**src/rtl/axis_noc_inject_mux.sv**
```systemverilog
// Multi-source AXI-Stream injector for a NoC router local port: packet-atomic
// round-robin arbitration, beat-to-flit serialisation and credit flow control.
module axis_noc_inject_mux #(
  parameter int NUM_CHANNELS         = 4,
  parameter int TDATA_WIDTH          = 32,
  parameter int TID_WIDTH            = 2,
  parameter int TDEST_WIDTH          = 2,
  parameter int SERIALIZATION_FACTOR = 1,
  parameter int FLIT_BUFFER_DEPTH    = 8,
  parameter int DEST_WIDTH           = TDEST_WIDTH + TID_WIDTH,
  parameter int FLIT_WIDTH           = TDATA_WIDTH / SERIALIZATION_FACTOR,
  parameter int CW                   = $clog2(FLIT_BUFFER_DEPTH + 1)
) (
  input  logic                                         clk_noc,
  input  logic                                         rst_n,
  input  logic [NUM_CHANNELS-1:0]                      s_axis_tvalid,
  output logic [NUM_CHANNELS-1:0]                      s_axis_tready,
  input  logic [NUM_CHANNELS-1:0][TDATA_WIDTH-1:0]     s_axis_tdata,
  input  logic [NUM_CHANNELS-1:0]                      s_axis_tlast,
  input  logic [NUM_CHANNELS-1:0][TID_WIDTH-1:0]       s_axis_tid,
  input  logic [NUM_CHANNELS-1:0][TDEST_WIDTH-1:0]     s_axis_tdest,
  output logic [FLIT_WIDTH-1:0]                        data_out,
  output logic [DEST_WIDTH-1:0]                        dest_out,
  output logic                                         is_tail_out,
  output logic                                         send_out,
  input  logic                                         credit_in,
  output logic [CW-1:0]                                credit_count,
  output logic                                         credit_overflow,
  output logic [((NUM_CHANNELS > 1) ? $clog2(NUM_CHANNELS) : 1)-1:0] grant,
  output logic                                         busy
);

  localparam int GW     = (NUM_CHANNELS > 1) ? $clog2(NUM_CHANNELS) : 1;
  localparam int SF     = SERIALIZATION_FACTOR;
  localparam int FIDX_W = (SF > 1) ? $clog2(SF) : 1;
  localparam logic [FIDX_W-1:0] FIDX_LAST  = FIDX_W'(SF - 1);
  localparam logic [CW-1:0]     CREDIT_MAX = CW'(FLIT_BUFFER_DEPTH);
  localparam logic [GW-1:0]     LAST_CH    = GW'(NUM_CHANNELS - 1);

  typedef enum logic {IDLE = 1'b0, SEND = 1'b1} state_t;

  state_t                  state, state_nxt;
  logic [GW-1:0]           rr_ptr, rr_ptr_nxt, grant_nxt;
  logic                    any_valid;
  logic                    hold_valid, hold_last, tail_taken;
  logic [TDATA_WIDTH-1:0]  hold_data;
  logic [DEST_WIDTH-1:0]   hold_dest;
  logic [FIDX_W-1:0]       fidx;
  logic                    fire, fidx_last, tail_fire, can_take, take;
  logic [FLIT_WIDTH-1:0]   flit_sel;

  // Cyclic search for the first requesting channel at or after rr_ptr
  always_comb begin
    logic [GW-1:0] idx;
    idx       = '0;
    grant_nxt = grant;
    any_valid = 1'b0;
    for (int i = 0; i < NUM_CHANNELS; i++) begin
      idx = GW'((int'(rr_ptr) + i) % NUM_CHANNELS);
      if (!any_valid && s_axis_tvalid[idx]) begin
        any_valid = 1'b1;
        grant_nxt = idx;
      end
    end
  end

  always_comb begin
    state_nxt  = state;
    rr_ptr_nxt = rr_ptr;
    case (state)
      IDLE: if (any_valid) begin
        state_nxt  = SEND;
        rr_ptr_nxt = (grant_nxt == LAST_CH) ? '0 : grant_nxt + GW'(1);
      end
      SEND: if (tail_fire) state_nxt = IDLE;
      default: state_nxt = IDLE;
    endcase
  end

  assign fire      = hold_valid && (credit_count != '0);
  assign fidx_last = (fidx == FIDX_LAST);
  assign tail_fire = fire && hold_last && fidx_last;
  // A new beat may enter while the last flit of the held beat leaves
  assign can_take  = (state == SEND) && !tail_taken && (!hold_valid || (fire && fidx_last));
  assign take      = can_take && s_axis_tvalid[grant];
  assign flit_sel  = FLIT_WIDTH'(hold_data >> (int'(fidx) * FLIT_WIDTH));
  assign busy      = (state == SEND);

  for (genvar g = 0; g < NUM_CHANNELS; g++) begin : g_ready
    assign s_axis_tready[g] = can_take && (grant == GW'(g));
  end

  // Stage 0: beat hold register (payload only; qualified by hold_valid)
  always_ff @(posedge clk_noc) begin
    if (take) begin
      hold_data <= s_axis_tdata[grant];
      hold_dest <= {s_axis_tid[grant], s_axis_tdest[grant]};
      hold_last <= s_axis_tlast[grant];
    end
  end

  // Stage 1: control, credits and registered flit outputs
  always_ff @(posedge clk_noc or negedge rst_n) begin
    if (!rst_n) begin
      state           <= IDLE;
      rr_ptr          <= '0;
      grant           <= '0;
      hold_valid      <= 1'b0;
      tail_taken      <= 1'b0;
      fidx            <= '0;
      credit_count    <= CREDIT_MAX;
      credit_overflow <= 1'b0;
      send_out        <= 1'b0;
      is_tail_out     <= 1'b0;
      data_out        <= '0;
      dest_out        <= '0;
    end else begin
      state  <= state_nxt;
      rr_ptr <= rr_ptr_nxt;
      if (state == IDLE && any_valid) grant <= grant_nxt;

      if (state_nxt == IDLE)                tail_taken <= 1'b0;
      else if (take && s_axis_tlast[grant]) tail_taken <= 1'b1;

      if (take)                   hold_valid <= 1'b1;
      else if (fire && fidx_last) hold_valid <= 1'b0;

      if (fire) fidx <= fidx_last ? '0 : fidx + FIDX_W'(1);

      case ({fire, credit_in})
        2'b10:   credit_count <= credit_count - CW'(1);
        2'b01: begin
          if (credit_count == CREDIT_MAX) credit_overflow <= 1'b1;
          else                            credit_count    <= credit_count + CW'(1);
        end
        default: ;
      endcase

      send_out <= fire;
      if (fire) begin
        data_out    <= flit_sel;
        dest_out    <= hold_dest;
        is_tail_out <= hold_last && fidx_last;
      end
    end
  end

endmodule

```
**config.mk**
```make
export PLATFORM = sky130hd
export DESIGN_NAME = axis_noc_inject_mux
export DESIGN_NICKNAME = d
export VERILOG_FILES = /design/src/rtl/axis_noc_inject_mux.sv
export SDC_FILE = /design/constraint.sdc
export NUM_CORES = 1
export LEC_CHECK = 0
export CAP_MARGIN = 20
export CORE_ASPECT_RATIO = 0.7
export CORE_MARGIN = 8
export CORE_UTILIZATION = 38
export DETAILED_ROUTE_END_ITERATION = 6
export MAX_ROUTING_LAYER = met4
export PLACE_DENSITY_LB_ADDON = 0.08
export SLEW_MARGIN = 20
export SYNTH_ARGS = -nofsm -noshare
export SYNTH_HDL_FRONTEND = slang
export SYNTH_SLANG_ARGS = --single-unit
```
**constraint.sdc**
```tcl
create_clock -name clk_noc -period 2.4 [get_ports clk_noc]
set_clock_uncertainty 0.15 [all_clocks]
set_input_delay 0.36 -clock clk_noc [delete_from_list [all_inputs] [get_ports clk_noc]]
set_output_delay 0.36 -clock clk_noc [all_outputs]
set_load 0.1 [all_outputs]
```
==> results of run 1 <==
## final timing paths
| check | end | from | cells past startpoint |
|---|---|---|---|
| max | s_axis_tready[2] | credit_count[0]$_DFFE_PN0P_ | 7 |
| min | dest_out[3]$_DFFE_PN0P_ | hold_dest[3]$_DFFE_PP_ | 2 |
| max reg2reg | credit_count[3]$_DFFE_PN1P_ | credit_count[3]$_DFFE_PN1P_ | 9 |
| min reg2reg | dest_out[3]$_DFFE_PN0P_ | hold_dest[3]$_DFFE_PP_ | 2 |
| max in group asynchronous | credit_count[3]$_DFFE_PN1P_ | rst_n | 3 |
| min in group asynchronous | send_out$_DFF_PN0_ | rst_n | 2 |
## flip-flops by register name, indices dropped and copies added (netlist names), named ones only
register and count:
busy 1, credit_count 4, credit_overflow 1, data_out 32, dest_out 4, grant 2, hold_data 32, hold_dest 4
hold_last 1, hold_valid 1, is_tail_out 1, rr_ptr 1, send_out 1, tail_taken 1
## layout by cell type, fill, tap and decap left out, drive strengths merged, types with 6 or more instances in the layout
cell type / Yosys / layout
clkdlybuf4s50: 0 / 153
dfrtp: 49 / 49
clkbuf: 9 / 12
nand2: 123 / 123
o21ai: 6 / 6
a21oi: 7 / 7
edfxtp: 37 / 37
buf: 16 / 79
nor2: 12 / 12
mux4: 38 / 38
## worst max-delay path, delay by kind of cell, from the launching register on
| family | cells | cell delay (ns) |
|---|---|---|
| buf+inv | 2 | 0.30 |
| simple gates | 5 | 0.75 |
| flops | 1 | 0.48 |
## cell families after synthesis
group | synth area share [%]
fa+ha+maj | 1.02
xor+xnor | 0.991
compound gates | 5.49
buf+inv | 3.57
flops | 53.5
mux | 20.4
simple gates | 15.1
## power by group through the flow
stage	Sequential (W)	Combinational, W	Clock, W
after floorplan	0.00549	0.00234	0
after global placement	0.00298	0.00659	0
after detailed placement	0.00301	0.00667	0
after CTS	0.00300	0.00671	0.00129
after global routing	0.00308	0.00715	0.00134
final	0.00298	0.00676	0.00126
## metrics by stage
step           worst slack (ns)  TNS (ns)  power, W
6_report                 0.0224         0    0.0110
5_1_grt                 -0.0483    -0.135    0.0116
4_1_cts                 0.00435         0    0.0110
3_5_place_dp            -0.0809   -0.0809   0.00967
3_3_place_gp            -0.0247   -0.0247   0.00957
2_1_floorplan           -0.0895    -0.142   0.00783
## cells in the mapped netlist (2+ instances only)
cell / count / area share (%)
sky130_fd_sc_hd__nand2_1: 123 / 10
sky130_fd_sc_hd__dfrtp_1: 49 / 28
sky130_fd_sc_hd__edfxtp_1: 37 / 25
sky130_fd_sc_hd__mux4_2: 37 / 19
sky130_fd_sc_hd__nor2_1: 12 / 1.0
sky130_fd_sc_hd__buf_2: 9 / 1.0
sky130_fd_sc_hd__clkbuf_1: 9 / 0.76
sky130_fd_sc_hd__a21oi_1: 5 / 0.57
sky130_fd_sc_hd__inv_1: 5 / 0.42
sky130_fd_sc_hd__buf_4: 3 / 0.51
sky130_fd_sc_hd__buf_6: 3 / 0.76
sky130_fd_sc_hd__nand2b_1: 3 / 0.42
sky130_fd_sc_hd__nand3b_1: 3 / 0.51
sky130_fd_sc_hd__nor3_1: 3 / 0.34
sky130_fd_sc_hd__o21ai_0: 3 / 0.34
sky130_fd_sc_hd__o21ai_1: 3 / 0.34
sky130_fd_sc_hd__o221ai_1: 3 / 0.59
sky130_fd_sc_hd__xnor2_1: 3 / 0.59
sky130_fd_sc_hd__a21o_1: 2 / 0.34
sky130_fd_sc_hd__a21oi_2: 2 / 0.40
sky130_fd_sc_hd__a31oi_1: 2 / 0.28
sky130_fd_sc_hd__and2_1: 2 / 0.28
sky130_fd_sc_hd__ha_1: 2 / 0.57
sky130_fd_sc_hd__mux2i_1: 2 / 0.45
sky130_fd_sc_hd__nand3_1: 2 / 0.23
sky130_fd_sc_hd__nor2b_1: 2 / 0.28
sky130_fd_sc_hd__or3b_1: 2 / 0.40
sky130_fd_sc_hd__xor2_1: 2 / 0.40
## routing by layer
metal  GRT usage, %  wire, µm  vias to the layer above
met4           5.01       152                        0
met3           5.77       873                       16
met2           29.0      6540                      146
li1               -         -                     1723
met1           22.2      5820                     1745
met5              -         0                        -
## repair_timing
| action | CTS | global route |
|---|---|---|
| pin swaps | 3 | 5 |
| setup buffers | 2 | 10 |
| gates resized for setup | 3 | 5 |
| gates cloned | 0 | 0 |
| hold endpoints to repair | 19 | 0 |
| endpoints found under the setup margin | 4 | 40 |
| hold buffers | 1 | 0 |
## cell type report
| cell class | instances | area share [%] |
|---|---|---|
| sequential | 87 | 33.5 |
| timing repair buffer | 233 | 31.8 |
| multi-input combinational | 240 | 28.0 |
| clock buffer | 12 | 3.46 |
| tap | 157 | 2.76 |
| clock inverter | 4 | 0.298 |
| inverter | 5 | 0.263 |
==> reports/results.ini, run 1 <==
[synth]
netlist_area_mm2 = 0.00442
sequential_area_share_after_synthesis_pct = 53.5
ys_warn_count = 0
yosys_register_bits = 87
syn_avg_cell_area_um2 = 12.4
synthFlopType = sky130_fd_sc_hd__dfrtp_1
ys_types = 52
synth_nets = 515
asyncSetResetFlopFracSynth_pct = 57.5
post_synth_inst_count = 357
synth-edff-count = 37

[floorplan]
top_level_ports = 205
dieArea_mm2 = 0.0154
coreArea_mm2 = 0.0115
start_util_pct = 38.4
die_h_um = 106
horizontal_die_dimension_um = 145
row_count = 33

[setup_path]
crit_required_ns = 1.89
worst-path-max-fanout = 3
critical_path.endpoint_type = output pin
worst_setup_path_start_kind = register
cp_cell_sequence = buf_6 -> nor3_4 -> nand3b_1 -> and3b_2 -> nand2_4 -> nor2_4 -> buf_12
critical_path.slowest_cell = sky130_fd_sc_hd__dfrtp_4
reg2reg_setup_slack_ns = 0.06
worst-setup-path-type = register to output pin
critPathArrivalTime_ns = 1.87
slowest_delay_ns = 0.48

[clock_tree]
clock-sinks = 87
clkSlewWorstSetupHoldPaths_ns = 0.06
clk_root_buffer_cell = sky130_fd_sc_hd__clkbuf_16
cts_inserted_buffers = 9
clock_latency_of_the_later_clocked_register_in_the_worst_skew_pair_ns = 0.34
h_tree_depth = 3
cts.path.max_buffers = 2
tritoncts = yes

[cells_and_area]
finish.net_count = 734
layout.area.seq_mm2 = 0.00238
fin_util_pct = 61.9
stdcell_area_mm2 = 0.00713
areaGrowthSynthToFinish_pct = 61.3
finalNonFillerCells = 738
fillers = 904
multiInputGateArea_mm2 = 0.00200
drive_above_1_share_pct = 27.2
insertedDiodeCount = 0

[global_route]
groute.usage.overall_pct = 18.2
global_route_wire_length_before_repair_um = 21500
antenna_found_initial = 0
grt_start_max_net_pins = 40
grt_overflow = 0
grt_pass1_vias = 3983

[power_and_ir_drop]
vdd.ir_drop.worst_mv = 0.617
netSwitchingFraction_pct = 51.2
netSwitchingPower_w = 0.00564
power_frac_comb_pct = 61.4
share_seq_of_total_power_pct = 27.1
pwr_density_cell_mw_per_mm2 = 1540
p_int_w = 0.00536
p_leak_nw = 2.93
p_clk_share_pct = 11.5

[timing]
grt_setup_unrepaired = yes
timing.final.setup_violations = 0
finalMaxSlewViolations = 0
timing_hold_violations_final = 0
period_needed_ns = 2.38
hold_slack_ns = 0.281
finalCritPeriodShare_pct = 99.1
max-slew-margin-rel_pct = 64.7
max_freq_ghz = 0.421
worst_pin_slew_ns = 0.529

[drt]
wire_length_per_cell_after_detailed_routing_um = 18.1
via_count = 3630
drc = 0
first_iter_violations = 190
detail_route.first_pass.iterations = 4
ant_nets = 0
finalWirelength_um = 13400
route.detailed.vias_per_inst = 4.92

[outcome]
status = finished clean

[hold_path]
worstHoldPathType = register to register

[placed_design]
dpl.hpwl_um = 10500
postPlaceCellArea_mm2 = 0.00673
gp_congestion = 0.905
io_buffers = 204
placedCellCount = 709

[run]
cap_viol_max_count = 0

Power figures use the tool's default switching activity.
==> inputs of run 2 (changes only) <==
Settings changed: CORE_UTILIZATION 38 to 39, PLACE_DENSITY from default to 0.76, PLACE_DENSITY_LB_ADDON 0.08 to default.
Clock period 2.4 ns to 2.95 ns, I/O delays scaled along.
==> run 2 against run 1 <==
Effect of this change: hold slack got worse by 0.26 ns; sequential power fell by 22%; wire length fell by 4.4%; non-clock buffer count fell by 20; register-to-register slack improved by 0.27 ns; via count fell by 3.6%; clock power fell by 13%; die area fell by 2.2%; critical path type is now register to register; largest power group unchanged.
==> reports/results.ini, run 2 (synthesis gave the netlist of run 1 again) <==
[cells_and_area]
layout.area.seq_mm2 = 0.00237
fillers = 897
finish.net_count = 714
top_library_cells_by_usage_in_the_layout_fill_and_taps_aside = 153 x sky130_fd_sc_hd__clkdlybuf4s50_1, 122 x sky130_fd_sc_hd__nand2_1, 56 x sky130_fd_sc_hd__buf_4, 47 x sky130_fd_sc_hd__dfrtp_1
finalNonFillerCells = 714
multiInputGateArea_mm2 = 0.00193
fin_util_pct = 61.7
drive_above_1_share_pct = 23.0
areaGrowthSynthToFinish_pct = 54.3
biggestRegsByFlops = data_out: 32 flops, hold_data: 32 flops
insertedDiodeCount = 0
layout_commonest_cell = sky130_fd_sc_hd__clkdlybuf4s50_1
stdcell_area_mm2 = 0.00682

[drt]
via_count = 3498
drc = 0
ant_nets = 0
route.detailed.vias_per_inst = 4.90
wire_length_per_cell_after_detailed_routing_um = 17.9
detail_route.first_pass.iterations = 4
first_iter_violations = 144
finalWirelength_um = 12800

[power_and_ir_drop]
vdd.ir_drop.worst_mv = 0.606
pwr_density_cell_mw_per_mm2 = 1260
p_leak_nw = 2.80

[floorplan]
horizontal_die_dimension_um = 143
die_h_um = 105
dieArea_mm2 = 0.0151
coreArea_mm2 = 0.0111
start_util_pct = 40.0
row_count = 32
top_level_ports = 205

[setup_path]
critical_path.endpoint_type = register
reg2reg_setup_slack_ns = 0.33
startpoint = credit_count[1]$_DFFE_PN0P_
worst-setup-path-type = register to register
timing.critical_path.to = data_out[11]$_DFFE_PN0P_
r2r_start = credit_count[1]$_DFFE_PN0P_
worst_setup_path_start_kind = register
worst-path-max-fanout = 40
critPathArrivalTime_ns = 2.68
r2r_cell_count = 7
capture_instance_of_the_worst_register_to_register_path = data_out[11]$_DFFE_PN0P_
crit_required_ns = 3.01

[clock_tree]
h_tree_depth = 3
cts_inserted_buffers = 9
clk_root_buffer_cell = sky130_fd_sc_hd__clkbuf_16
clock-sinks = 87
hold_buffer_count_at_cts = 0
clkSlewWorstSetupHoldPaths_ns = 0.06
postCtsResizedCells = 0
clock_latency_of_the_later_clocked_register_in_the_worst_skew_pair_ns = 0.32
cts.path.max_buffers = 2
cts_setup_buffers = 0
tritoncts = yes

[placed_design]
placedCellCount = 698
gp_congestion = 0.838
postPlaceCellArea_mm2 = 0.00652
dpl.hpwl_um = 10300
io_buffers = 204

[global_route]
groute.usage.overall_pct = 17.8
antenna_found_initial = 0
grt_overflow = 0
grt_pass1_vias = 3879
grt_start_max_net_pins = 44
global_route_wire_length_before_repair_um = 20300

[timing]
max_freq_ghz = 0.382
timing.final.setup_violations = 0
fin_setup_tns_ns = 0
worst_pin_slew_ns = 0.902
hold_slack_ns = 0.0255
max-slew-margin-rel_pct = 39.9
finalCritPeriodShare_pct = 88.8
grt_setup_unrepaired = no
timing_hold_violations_final = 0
period_needed_ns = 2.62
finalMaxSlewViolations = 0

[hold_path]
worstHoldPathType = primary input to asynchronous set/reset pin

[run]
cap_viol_max_count = 0

[outcome]
status = finished clean

==> run 2: cell types whose count changed in the layout (fill, tap and decap cells not counted), sizes merged <==
cell         change
clkinv           -1
dlygate4sd3      -1
buf             -19
bufinv           +1
clkbuf           -3
clkinvlp         +1
inv              +2
==> run 2: metrics by stage <==
| stage | power (W) | setup WS, ns |
|---|---|---|
| after floorplan | 0.00628 | -0.231 |
| after global placement | 0.00744 | 0.250 |
| after detailed placement | 0.00754 | 0.215 |
| after CTS | 0.00868 | 0.282 |
| after global routing | 0.00902 | 0.135 |
| final | 0.00856 | 0.329 |
==> run 2: worst max-delay path: stages, from the launching register on <==
cell	delay, ns
sky130_fd_sc_hd__dfrtp_1	0.44
sky130_fd_sc_hd__or4_1	0.59
sky130_fd_sc_hd__nand2_2	0.10
sky130_fd_sc_hd__buf_4	0.38
sky130_fd_sc_hd__inv_1	0.34
sky130_fd_sc_hd__buf_4	0.32
sky130_fd_sc_hd__nand2_1	0.11
sky130_fd_sc_hd__nand2_1	0.06
==> run 2: per-layer routing <==
| metal | up-vias | routed length [µm] | track usage (%) |
|---|---|---|---|
| met5 | - | 0 | - |
| li1 | 1680 | - | - |
| met3 | 4 | 834 | 5.32 |
| met1 | 1679 | 5140 | 19.6 |
| met2 | 135 | 6750 | 31.1 |
| met4 | 0 | 86 | 3.81 |
==> run 2: final cells by class <==
type / instances / area share [%]
inverters: 5 / 0.275
repair buffers: 213 / 29.6
clock inverters: 7 / 1.05
flip-flops and latches: 87 / 34.7
multi-input cells: 240 / 28.3
well taps: 153 / 2.81
clock buffers: 9 / 3.30
==> run 2: where the power goes <==
group	switching (W)	internal, W	leakage, nW
Combinational	0.00364	0.00149	1.70
Clock	0.000446	0.000657	0.140
Sequential	0.000350	0.00198	0.953
Total	0.00443	0.00413	2.80
==> run 2: worst min path at each step <==
| stage | cells past startpoint | slack [ns] | start | to |
|---|---|---|---|---|
| global placement | 2 | 0.27 | hold_data[27]$_DFFE_PP_ | data_out[27]$_DFFE_PN0P_ |
| CTS | 1 | 0.05 | rst_n | data_out[27]$_DFFE_PN0P_ |
| floorplan | 0 | -0.003 | rst_n | asynchronous set/reset pin |
| detailed placement | 2 | 0.28 | hold_data[5]$_DFFE_PP_ | data_out[5]$_DFFE_PN0P_ |
| global route | 1 | 0.09 | rst_n | data_out[17]$_DFFE_PN0P_ |
| finish | 1 | 0.03 | rst_n | asynchronous set/reset pin |
